[config.mk]
export PLATFORM = sky130hd
export DESIGN_NAME = fwd_hazard_unit
export DESIGN_NICKNAME = d
export VERILOG_FILES = /design/src/rtl/core_pkg.sv /design/src/rtl/fwd_mux.sv /design/src/rtl/fwd_hazard_unit.sv
export SDC_FILE = /design/constraint.sdc
export NUM_CORES = 1
export LEC_CHECK = 0
export CAP_MARGIN = 10
export CORE_AREA = 4 4 104 106
export DETAILED_ROUTE_END_ITERATION = 10
export DIE_AREA = 0 0 108 110
export GPL_ROUTABILITY_DRIVEN = 0
export PLACE_DENSITY = 0.87
export SYNTH_ARGS = -nofsm -noshare
export SYNTH_HDL_FRONTEND = slang
export SYNTH_SLANG_ARGS = --single-unit
[constraint.sdc]
create_clock -name CLK -period 3.35 [get_ports CLK]
set_clock_uncertainty 0.2 [all_clocks]
set_input_delay 0.335 -clock CLK [delete_from_list [all_inputs] [get_ports CLK]]
set_output_delay 0.335 -clock CLK [all_outputs]
set_load 0.05 [all_outputs]
[src/rtl/core_pkg.sv]
// Shared core constants and the forwarding/hazard FSM encoding.
package core_pkg;

  localparam int XLEN = 32;
  localparam int REGW = 5;

  // Two-state load-use FSM; kept as plain constants so older blocks can reuse them.
  localparam logic [0:0] FH_IDLE    = 1'b0;
  localparam logic [0:0] FH_LD_WAIT = 1'b1;

  localparam logic [REGW-1:0] REG_X0 = '0;

endpackage

[src/rtl/fwd_mux.sv]
// Priority operand select for one decode source: the returning load bypass
// beats source 0 (youngest) which beats the older sources. x0 never matches.
module fwd_mux
  import core_pkg::*;
#(
  parameter int XLEN = core_pkg::XLEN,
  parameter int REGW = core_pkg::REGW,
  parameter int NSRC = 2
) (
  input  logic [REGW-1:0]            rs,
  input  logic                       rs_en,
  input  logic [NSRC-1:0][REGW-1:0]  src_rd,
  input  logic [NSRC-1:0]            src_wen,
  input  logic [NSRC-1:0][XLEN-1:0]  src_data,
  input  logic                       byp_vld,
  input  logic [REGW-1:0]            byp_rd,
  input  logic [XLEN-1:0]            byp_data,
  output logic                       src0_hit,
  output logic                       fwd,
  output logic [XLEN-1:0]            fwd_data
);

  logic             rs_nz;
  logic [NSRC-1:0]  hit;

  assign rs_nz = (rs != REGW'(REG_X0));

  // Per-source match vector.
  always_comb begin
    hit = '0;
    for (int i = 0; i < NSRC; i++)
      hit[i] = rs_en & src_wen[i] & (src_rd[i] == rs) & rs_nz;
  end

  assign src0_hit = hit[0];

  // Walk oldest to youngest so the youngest match overwrites; bypass last.
  always_comb begin
    fwd      = 1'b0;
    fwd_data = '0;
    for (int i = NSRC-1; i >= 0; i--) begin
      if (hit[i]) begin
        fwd      = 1'b1;
        fwd_data = src_data[i];
      end
    end
    if (byp_vld && (byp_rd == rs) && rs_nz) begin
      fwd      = 1'b1;
      fwd_data = byp_data;
    end
  end

endmodule

[src/rtl/fwd_hazard_unit.sv]
// Operand forwarding and load-use hazard control between decode and EX/LSU/WB.
// Load-use stalls are held by a registered wait state that tolerates any
// LSU latency and bypasses the returning load data on its release cycle.
module fwd_hazard_unit
  import core_pkg::*;
#(
  parameter int XLEN   = core_pkg::XLEN,
  parameter int REGW   = core_pkg::REGW,
  parameter int NSRC   = 2,
  parameter int LD_TMO = 15
) (
  input  logic                       CLK,
  input  logic                       RSTN,
  input  logic                       dec_vld,
  input  logic [REGW-1:0]            dec_rs1,
  input  logic [REGW-1:0]            dec_rs2,
  input  logic                       dec_rs1_en,
  input  logic                       dec_rs2_en,
  input  logic [NSRC-1:0][REGW-1:0]  src_rd,
  input  logic [NSRC-1:0]            src_wen,
  input  logic [NSRC-1:0][XLEN-1:0]  src_data,
  input  logic                       ex_is_load,
  input  logic                       lsu_rvld,
  input  logic [XLEN-1:0]            lsu_rdata,
  input  logic                       flush,
  output logic                       stall,
  output logic                       rs1_fwd,
  output logic [XLEN-1:0]            rs1_fwd_data,
  output logic                       rs2_fwd,
  output logic [XLEN-1:0]            rs2_fwd_data,
  output logic                       ld_timeout,
  output logic [31:0]                stall_cnt
);

  logic [0:0]      state_q, state_d;
  logic [REGW-1:0] ld_rd_q, ld_rd_d;
  logic [7:0]      tmo_cnt_q, tmo_cnt_d;
  logic            ld_timeout_q, ld_timeout_d;
  logic [31:0]     stall_cnt_q, stall_cnt_d;

  logic rs1_src0_hit, rs2_src0_hit;
  logic hazard;
  logic byp_vld;

  assign byp_vld = (state_q == FH_LD_WAIT) & lsu_rvld;

  fwd_mux #(.XLEN(XLEN), .REGW(REGW), .NSRC(NSRC)) u_rs1 (
    .rs       (dec_rs1),
    .rs_en    (dec_rs1_en),
    .src_rd   (src_rd),
    .src_wen  (src_wen),
    .src_data (src_data),
    .byp_vld  (byp_vld),
    .byp_rd   (ld_rd_q),
    .byp_data (lsu_rdata),
    .src0_hit (rs1_src0_hit),
    .fwd      (rs1_fwd),
    .fwd_data (rs1_fwd_data)
  );

  fwd_mux #(.XLEN(XLEN), .REGW(REGW), .NSRC(NSRC)) u_rs2 (
    .rs       (dec_rs2),
    .rs_en    (dec_rs2_en),
    .src_rd   (src_rd),
    .src_wen  (src_wen),
    .src_data (src_data),
    .byp_vld  (byp_vld),
    .byp_rd   (ld_rd_q),
    .byp_data (lsu_rdata),
    .src0_hit (rs2_src0_hit),
    .fwd      (rs2_fwd),
    .fwd_data (rs2_fwd_data)
  );

  assign hazard = dec_vld & ex_is_load & (rs1_src0_hit | rs2_src0_hit);

  // Load-use FSM, timeout tracking and stall output; flush overrides everything.
  always_comb begin
    state_d      = state_q;
    ld_rd_d      = ld_rd_q;
    tmo_cnt_d    = tmo_cnt_q;
    ld_timeout_d = ld_timeout_q;
    stall        = 1'b0;
    if (flush) begin
      state_d = FH_IDLE;
    end else begin
      case (state_q)
        FH_IDLE: begin
          stall = hazard;
          if (hazard) begin
            state_d   = FH_LD_WAIT;
            ld_rd_d   = src_rd[0];
            tmo_cnt_d = '0;
          end
        end
        FH_LD_WAIT: begin
          stall = ~lsu_rvld;
          if (lsu_rvld) begin
            state_d = FH_IDLE;
          end else begin
            if (tmo_cnt_q != 8'hFF) tmo_cnt_d = tmo_cnt_q + 8'd1;
            // Sticky flag rises on the edge where the count reaches LD_TMO.
            if (tmo_cnt_q == 8'(LD_TMO - 1)) ld_timeout_d = 1'b1;
          end
        end
        default: state_d = FH_IDLE;
      endcase
    end
  end

  // Saturating stall-cycle counter.
  always_comb begin
    stall_cnt_d = stall_cnt_q;
    if (stall && (stall_cnt_q != 32'hFFFF_FFFF)) stall_cnt_d = stall_cnt_q + 32'd1;
  end

  // State registers.
  always_ff @(posedge CLK or negedge RSTN) begin
    if (!RSTN) begin
      state_q      <= FH_IDLE;
      ld_rd_q      <= '0;
      tmo_cnt_q    <= '0;
      ld_timeout_q <= 1'b0;
      stall_cnt_q  <= '0;
    end else begin
      state_q      <= state_d;
      ld_rd_q      <= ld_rd_d;
      tmo_cnt_q    <= tmo_cnt_d;
      ld_timeout_q <= ld_timeout_d;
      stall_cnt_q  <= stall_cnt_d;
    end
  end

  assign ld_timeout = ld_timeout_q;
  assign stall_cnt  = stall_cnt_q;

endmodule

==> impl_results.md, run 1 <==
* Buffer levels on the longest clock path at 2
* TritonCTS clock tree: built
* CTS Buf Count at 5
* Critical path peak fanout at 32
* Final Util at between 60% and 70%
* Initial antenna violation count at 0
* Tightest Pin Transition at 1.04 ns
* Clock root buffer master: clkbuf_8
* Fraction of registers with async set or reset after synthesis at 100%
* Fraction of layout instances using a drive strength above 1 at between 10% and 20%
* Ratio of routed vias to standard cells at between 5 and 6
* Synthesized net count at around 600
* Standard-cell row count at 36
* PostCTS Resize Cnt at 0
* Post-route ant nets at 0
* Number of register bits inferred by synthesis at 47
* Initial standard-cell utilization of the core at about two fifths
* Setup violations, final at 0
* Synthesis-to-layout area growth at 75.9%
* Startpoint type of the worst setup path: input pin
* Unrepaired setup endpoints after global routing: no
* Arrival time of the worst setup path at between 2 and 3 ns
* Seq/Total Area, Yosys at between 30% and 40%
* Buffer count from post-CTS setup fixing at 0
* Number of slew-limit violations in the final report at 0
* Final layout net count at around 830
* Detailed-placement wirelength estimate at 12.6 mm
* Global-route wire length before repair at 24.8 mm
* Commonest cells after routing, fill and taps aside: clkdlybuf4s50_1, a22oi_1, nand2_1
* Yosys top cell area share at 30.9%
* Full die area at between 0.01 and 0.015 mm2
* Finished Cell Area at between 0.006 and 0.007 mm2
* Number of failing hold endpoints at the final stage at 0
* Most area-consuming cells after synthesis: dfrtp_1, a22oi_1, xor2_1
* Distinct cells, synth at 41
* Port Buf Inserts at about 230
* Number of global-route vias before repair at 4803
* Final global-route overflow total at 0
* Data required, critical path at approximately 2.8 ns
* Power density over the cells at around 200 mW/mm2
* Number of fill cells in the layout at 729
* Drt first pass iters at 6
* Class of the worst hold path: in -> async
* Remaining design rule violation count at 0
* Number of warning messages in the yosys log at 0
* Post-Route Setup TNS at 0 ns
* Number of instances in the synthesized netlist at 484
* Number of diodes added for antenna fixing at 0
* # IOs at roughly 230
* Worst-skew pair later-pin latency at around 0.31 ns
* Detailed Route Iter0 Violations at between 400 and 500
* Clock transition at the registers of the reported paths at 0.09 ns
* Period utilisation layout at between 90 and 100%
* Post-route minimum period at approximately 3.3 ns
* Area of the core at 0.00977 mm2
* Kind of end point of the critical path: primary output
* Leading cell type in the layout, fill and taps excluded: clkdlybuf4s50_1
* X dimension of the die at about 110 um
* Worst setup path class: in -> out
* Number of buffers inserted by hold repair at cts at 0
* Via count at around 4800
* Post-synth EDFFs at 0
* Avg Synthesized Cell Area at between 7 and 8 um2
* Max-slew headroom at the worst pin at a little under a third
* Die Span Y at about 110 um
* Largest vdd supply drop at approximately 0.16 mV
* WL/cell at around 20 um
* GRT Util Overall at roughly a quarter
* Total of max-cap violations at 0
* Maximum number of pins on one net before global-route repair at between 60 and 70
* Status: finished clean
* Number of sinks handled by clock tree synthesis at 47
* Cell type with the largest total area after synthesis: dfrtp_1
* Cell area after placement at roughly 0.0066 mm2
* Deepest level of the CTS H-tree at 2
* Total length of routed wires at roughly 16 mm
* R2R setup slack at approximately 0.62 ns
* FMAX at about 310 MHz
* Post-synthesis cell area at between 0.003 and 0.004 mm2
* Main flop type after synthesis: dfrtp_1
* Pleak at around 0.0027 uW
[area by class of cell]
cell class / instances / area [um2] / share of cell area [%]
well taps: 133 / 166 / 2.48
multi-input cells: 406 / 2560 / 38.1
repair buffers: 235 / 2680 / 39.9
inverters: 3 / 11.3 / 0.168
clock buffers: 6 / 82.6 / 1.23
flip-flops and latches: 47 / 1180 / 17.5
clock inverters: 2 / 35.0 / 0.523
[metrics by stage]
step	std cells	hold WS (ns)	setup slack (ns)	total power, uW
after floorplan	484	-0.161	0.220	700
after global placement	824	0.269	0.163	934
after detailed placement	824	0.287	0.0432	943
after CTS	832	0.0341	0.0209	1370
after global routing	832	0.0897	0.00330	1420
final	832	0.00270	0.0980	1370
[layer usage]
metal / vias up / global-route usage [%] / part of all wire [%]
li1: 2195 / - / -
met1: 2248 / 30.8 / 38
met2: 269 / 44.9 / 49
met3: 72 / 6.35 / 8.0
met4: 0 / 11.4 / 4.8
met5: - / 0 / 0
[cells by family (layout without fill, tap and decap cells)]
group                    count (synthesis)  count (layout)  synth area share [%]
multiplexers                             6               6                  1.77
adder cells (fa/ha/maj)                  3               3                 0.985
AND/OR/NAND/NOR                        191             191                  25.0
AO/OA/AOI/OAI                          143             143                  23.9
buffers and inverters                   31             246                  3.09
flip-flops                              47              47                  30.9
XOR/XNOR                                63              63                  14.5
[registers in the layout (all words and copies together), names as in the netlist]
| register | cells |
|---|---|
| ld_timeout | 1 |
| state_q | 1 |
| stall_cnt | 32 |
| tmo_cnt_q | 8 |
| ld_rd_q | 5 |
[where the power goes]
group | internal (uW) | total [uW] | switching (uW) | leakage [uW]
Combinational | 196 | 348 | 152 | 0.00201
Clock | 241 | 431 | 190 | 0.0000612
Sequential | 576 | 590 | 13.2 | 0.000646
Total | 1010 | 1370 | 355 | 0.00272
[worst max-delay path: stages]
cell and delay (ns):
clkdlybuf4s50_1 0.50, or4_1 0.58, o21ai_2 0.21, nor3_4 0.10, nor2_2 0.19, buf_12 0.22, a22oi_1 0.10, a21oi_1 0.28
buf_12 0.18
[cell usage after synthesis, types with 2 or more instances]
| cell type | n |
|---|---|
| ha_1 | 3 |
| nor4_1 | 9 |
| dfrtp_1 | 47 |
| and3_1 | 13 |
| nand3_1 | 16 |
| nand2_1 | 63 |
| and4_1 | 6 |
| nor3b_1 | 2 |
| nor3_2 | 2 |
| clkbuf_1 | 22 |
| inv_1 | 3 |
| xnor2_1 | 31 |
| a22oi_1 | 64 |
| nor3_1 | 5 |
| mux2_2 | 6 |
| o21ai_0 | 36 |
| a21oi_1 | 35 |
| nor2_1 | 50 |
| nand4_1 | 13 |
| buf_1 | 5 |
| o21ai_1 | 2 |
| xor2_1 | 32 |
[worst paths after layout]
check,end,startpoint,cells past startpoint
hold / removal,stall_cnt[6],RSTN,1
max in group asynchronous,tmo_cnt_q[0],RSTN,1
hold reg to reg,ld_timeout,ld_timeout,1
setup reg to reg,stall_cnt[27],stall_cnt[13],7
setup / recovery,rs1_fwd_data[11],dec_rs1[1],9
min in group CLK,ld_timeout,ld_timeout,1
Power figures use the tool's default switching activity.
==> run 2, diff against run 1 <==
--- a/config.mk
+++ b/config.mk
@@ -10,7 +10,8 @@
 export DETAILED_ROUTE_END_ITERATION = 10
 export DIE_AREA = 0 0 108 110
 export GPL_ROUTABILITY_DRIVEN = 0
-export PLACE_DENSITY = 0.87
+export PLACE_DENSITY = 0.9
+export SLEW_MARGIN = 0
 export SYNTH_ARGS = -nofsm -noshare
 export SYNTH_HDL_FRONTEND = slang
 export SYNTH_SLANG_ARGS = --single-unit
==> run 2 against run 1 <==
Effect of this change: clock power is 19% lower; sequential share of layout area is 0.086 points higher; global-route usage is 0.22 points lower; core utilization is 0.33 points lower; total power is 6.0% lower; non-clock buffer count is 1 lower; via count is 0.25% higher; sequential power hardly changed; critical path depth is 1 lower; worst setup slack better by 0.019 ns; largest cell class unchanged; flip-flop and latch count stayed put; first-iteration DRC count is 24% higher; the flow now finishes with violations (hold timing).
==> impl_results.md, run 2 (synthesis gave the netlist of run 1 again) <==
* FF/Latch Area at 0.00118 mm2 (unchanged)
* Cell area after placement at 0.00656 mm2 (about the same)
* WL/cell at 19.8 um (+0.44%)
* Clock root buffer master: clkbuf_8
* Initial standard-cell utilization of the core at 39.0% (unchanged)
* X dimension of the die at 108 um (unchanged)
* Number of slew-limit violations in the final report at 0 (unchanged)
* Startpoint type of the worst setup path: input pin
* Final global-route overflow total at 0 (unchanged)
* Critical path cell sequence: clkdlybuf4s50_1 -> xnor2_1 -> nand4_1 -> nor3_4 -> buf_4 -> a22oi_1 -> a21oi_1 -> buf_12
* Leading cell type in the layout, fill and taps excluded: clkdlybuf4s50_1
* Standard-cell row count at 36 (unchanged)
* Critical path peak fanout at 33 (+3.1%)
* Data required, critical path at 2.81 ns (about the same)
* Final Util at 68.2% (-0.33 points)
* Class of the worst hold path: in -> async
* R2R setup slack at 0.64 ns (+0.02 ns)
* Number of failing hold endpoints at the final stage at 13 (+13)
* Power density over the cells at 193 mW/mm2 (-5.5%)
* Worst hold margin at -0.0104 ns (-0.0131 ns)
* Worst-skew pair later-pin latency at 0.31 ns (about the same)
* Drt first pass iters at 5 (-1)
* Detailed Route Iter0 Violations at 550 (+24%)
* CTS Buf Count at 5 (unchanged)
* Remaining design rule violation count at 0 (unchanged)
* Finished Cell Area at 0.00667 mm2 (-0.49%)
* Arrival time of the worst setup path at 2.70 ns (-0.02 ns)
* Top Family by Delay on Critical Path: buffers and inverters
* FMAX at 309 MHz (+0.59%)
* Highest cell delay on the worst timing path at 0.59 ns (about the same)
* Total length of routed wires at 16.5 mm (+0.32%)
* Cell type of the slowest stage on the worst timing path: clkdlybuf4s50_1
* Area of the core at 0.00977 mm2 (unchanged)
* Kind of end point of the critical path: primary output
* Global-route wire length before repair at 24.6 mm (-0.53%)
* Worst setup path class: in -> out
* Tightest Pin Transition at 1.02 ns (-0.0195 ns)
* Number of fill cells in the layout at 728 (-0.14%)
* Largest vdd supply drop at 0.153 mV (-4.6%)
* Failing checks: hold timing
* Ratio of routed vias to standard cells at 5.77 (+0.37%)
* Number of sinks handled by clock tree synthesis at 47 (unchanged)
* Number of diodes added for antenna fixing at 0 (unchanged)
* Pleak at 0.00270 uW (-0.79%)
* Post-route minimum period at 3.23 ns (-0.0190 ns)
* Port Buf Inserts at 225 (unchanged)
* Worst reg2reg path startpoint: stall_cnt[13]
* Maximum number of pins on one net before global-route repair at 66 (unchanged)
* Number of global-route vias before repair at 4774 (-0.60%)
* Commonest cells after routing, fill and taps aside: clkdlybuf4s50_1, a22oi_1, nand2_1
* Detailed-placement wirelength estimate at 12.6 mm (-0.30%)
* Buffer levels on the longest clock path at 2 (unchanged)
* Fraction of layout instances using a drive strength above 1 at 15.2% (-0.41 points)
* Initial antenna violation count at 0 (unchanged)
* Deepest level of the CTS H-tree at 2 (unchanged)
* Final layout net count at 826 (-0.12%)
* Combined area of the multi-input logic cells at 0.00255 mm2 (-0.20%)
* Setup violations, final at 0 (unchanged)
* Clock transition at the registers of the reported paths at 0.09 ns (about the same)
* Full die area at 0.0119 mm2 (unchanged)
* Total of max-cap violations at 0 (unchanged)
* Worst Path Buf+Inv at 3 (unchanged)
* Max-slew headroom at the worst pin at 31.8% (+1.3 points)
* Via count at 4796 (+0.25%)
* Period utilisation layout at 96.5% (-0.57 points)
* Number of flip-flops under the largest register name at 32 (unchanged)
* Status: finished with violations
* Number of buffers inserted by hold repair at cts at 0 (unchanged)
* # IOs at 226 (unchanged)
* Worst reg-to-reg path cell count at 7 (unchanged)
* Synthesis-to-layout area growth at 75.0%
* Post-route ant nets at 0 (unchanged)
* TritonCTS clock tree: built
* Reg-to-reg critical path endpoint: stall_cnt[27]
* Die Span Y at 110 um (unchanged)
* GRT Util Overall at 25.8% (-0.22 points)
[run 2: cell types whose count changed in the layout (fill, tap and decap cells not counted), sizes merged]
cell      before  now
buf           78   77
bufinv         1    0
clkinv         1    0
clkinvlp       0    1
inv            3    4
[run 2: what timing repair did]
action / in CTS / in global routing
setup buffers: 0 / 0
gates resized for setup: 0 / 8
setup endpoints to repair: 0 / 55
[run 2: worst max-delay path by stage]
stage / start / end / slack, ns / cells after the start
2_1_floorplan: dec_rs2[2] / rs2_fwd_data[10] / 0.22 / 8
4_1_cts: dec_rs1[1] / rs1_fwd_data[3] / 0.007 / 9
3_5_place_dp: dec_rs1[1] / rs1_fwd_data[3] / 0.04 / 9
6_report: dec_rs1[3] / rs1_fwd_data[4] / 0.12 / 8
5_1_grt: dec_rs1[1] / rs1_fwd_data[28] / -0.01 / 8
3_3_place_gp: dec_rs1[1] / rs1_fwd_data[3] / 0.08 / 9
[run 2: where the power goes]
part	internal [uW]	switching (uW)	total, uW
clock network	150	199	349
registers	576	12.6	589
logic	196	153	349
[run 2: metal layers]
layer | GRT usage (%) | share of wire [%] | vias up
li1 | - | - | 2195
met2 | 44.7 | 51 | 241
met3 | 4.83 | 7.2 | 56
met4 | 9.56 | 3.5 | 0
met5 | 0 | 0 | -
met1 | 32.0 | 39 | 2304
[run 2: area by class of cell]
class	count	area share (%)
Clock buffer	6	1.09
Clock inverter	2	0.244
Inverter	3	0.169
Multi-Input combinational cell	406	38.2
Sequential cell	47	17.6
Tap cell	133	2.49
Timing Repair Buffer	234	40.1
[run 2: worst register-to-register path, delay by kind of cell (launching register included)]
| kind | cells | cell delay, ns |
|---|---|---|
| DFF | 1 | 0.46 |
| xor gates and xnor gates | 1 | 0.16 |
| and+or+nand+nor | 6 | 1.75 |
[run 2: through the flow]
step	hold WS [ns]	worst slack, ns	TNS (ns)	std cells	power (uW)
after floorplan	-0.161	0.220	0	484	700
after global placement	0.258	0.0802	0	823	934
after detailed placement	0.273	0.0435	0	823	944
after CTS	0.0225	0.00675	0	831	1290
after global routing	0.0719	-0.0145	-0.0286	831	1340
final	-0.0104	0.117	0	831	1290
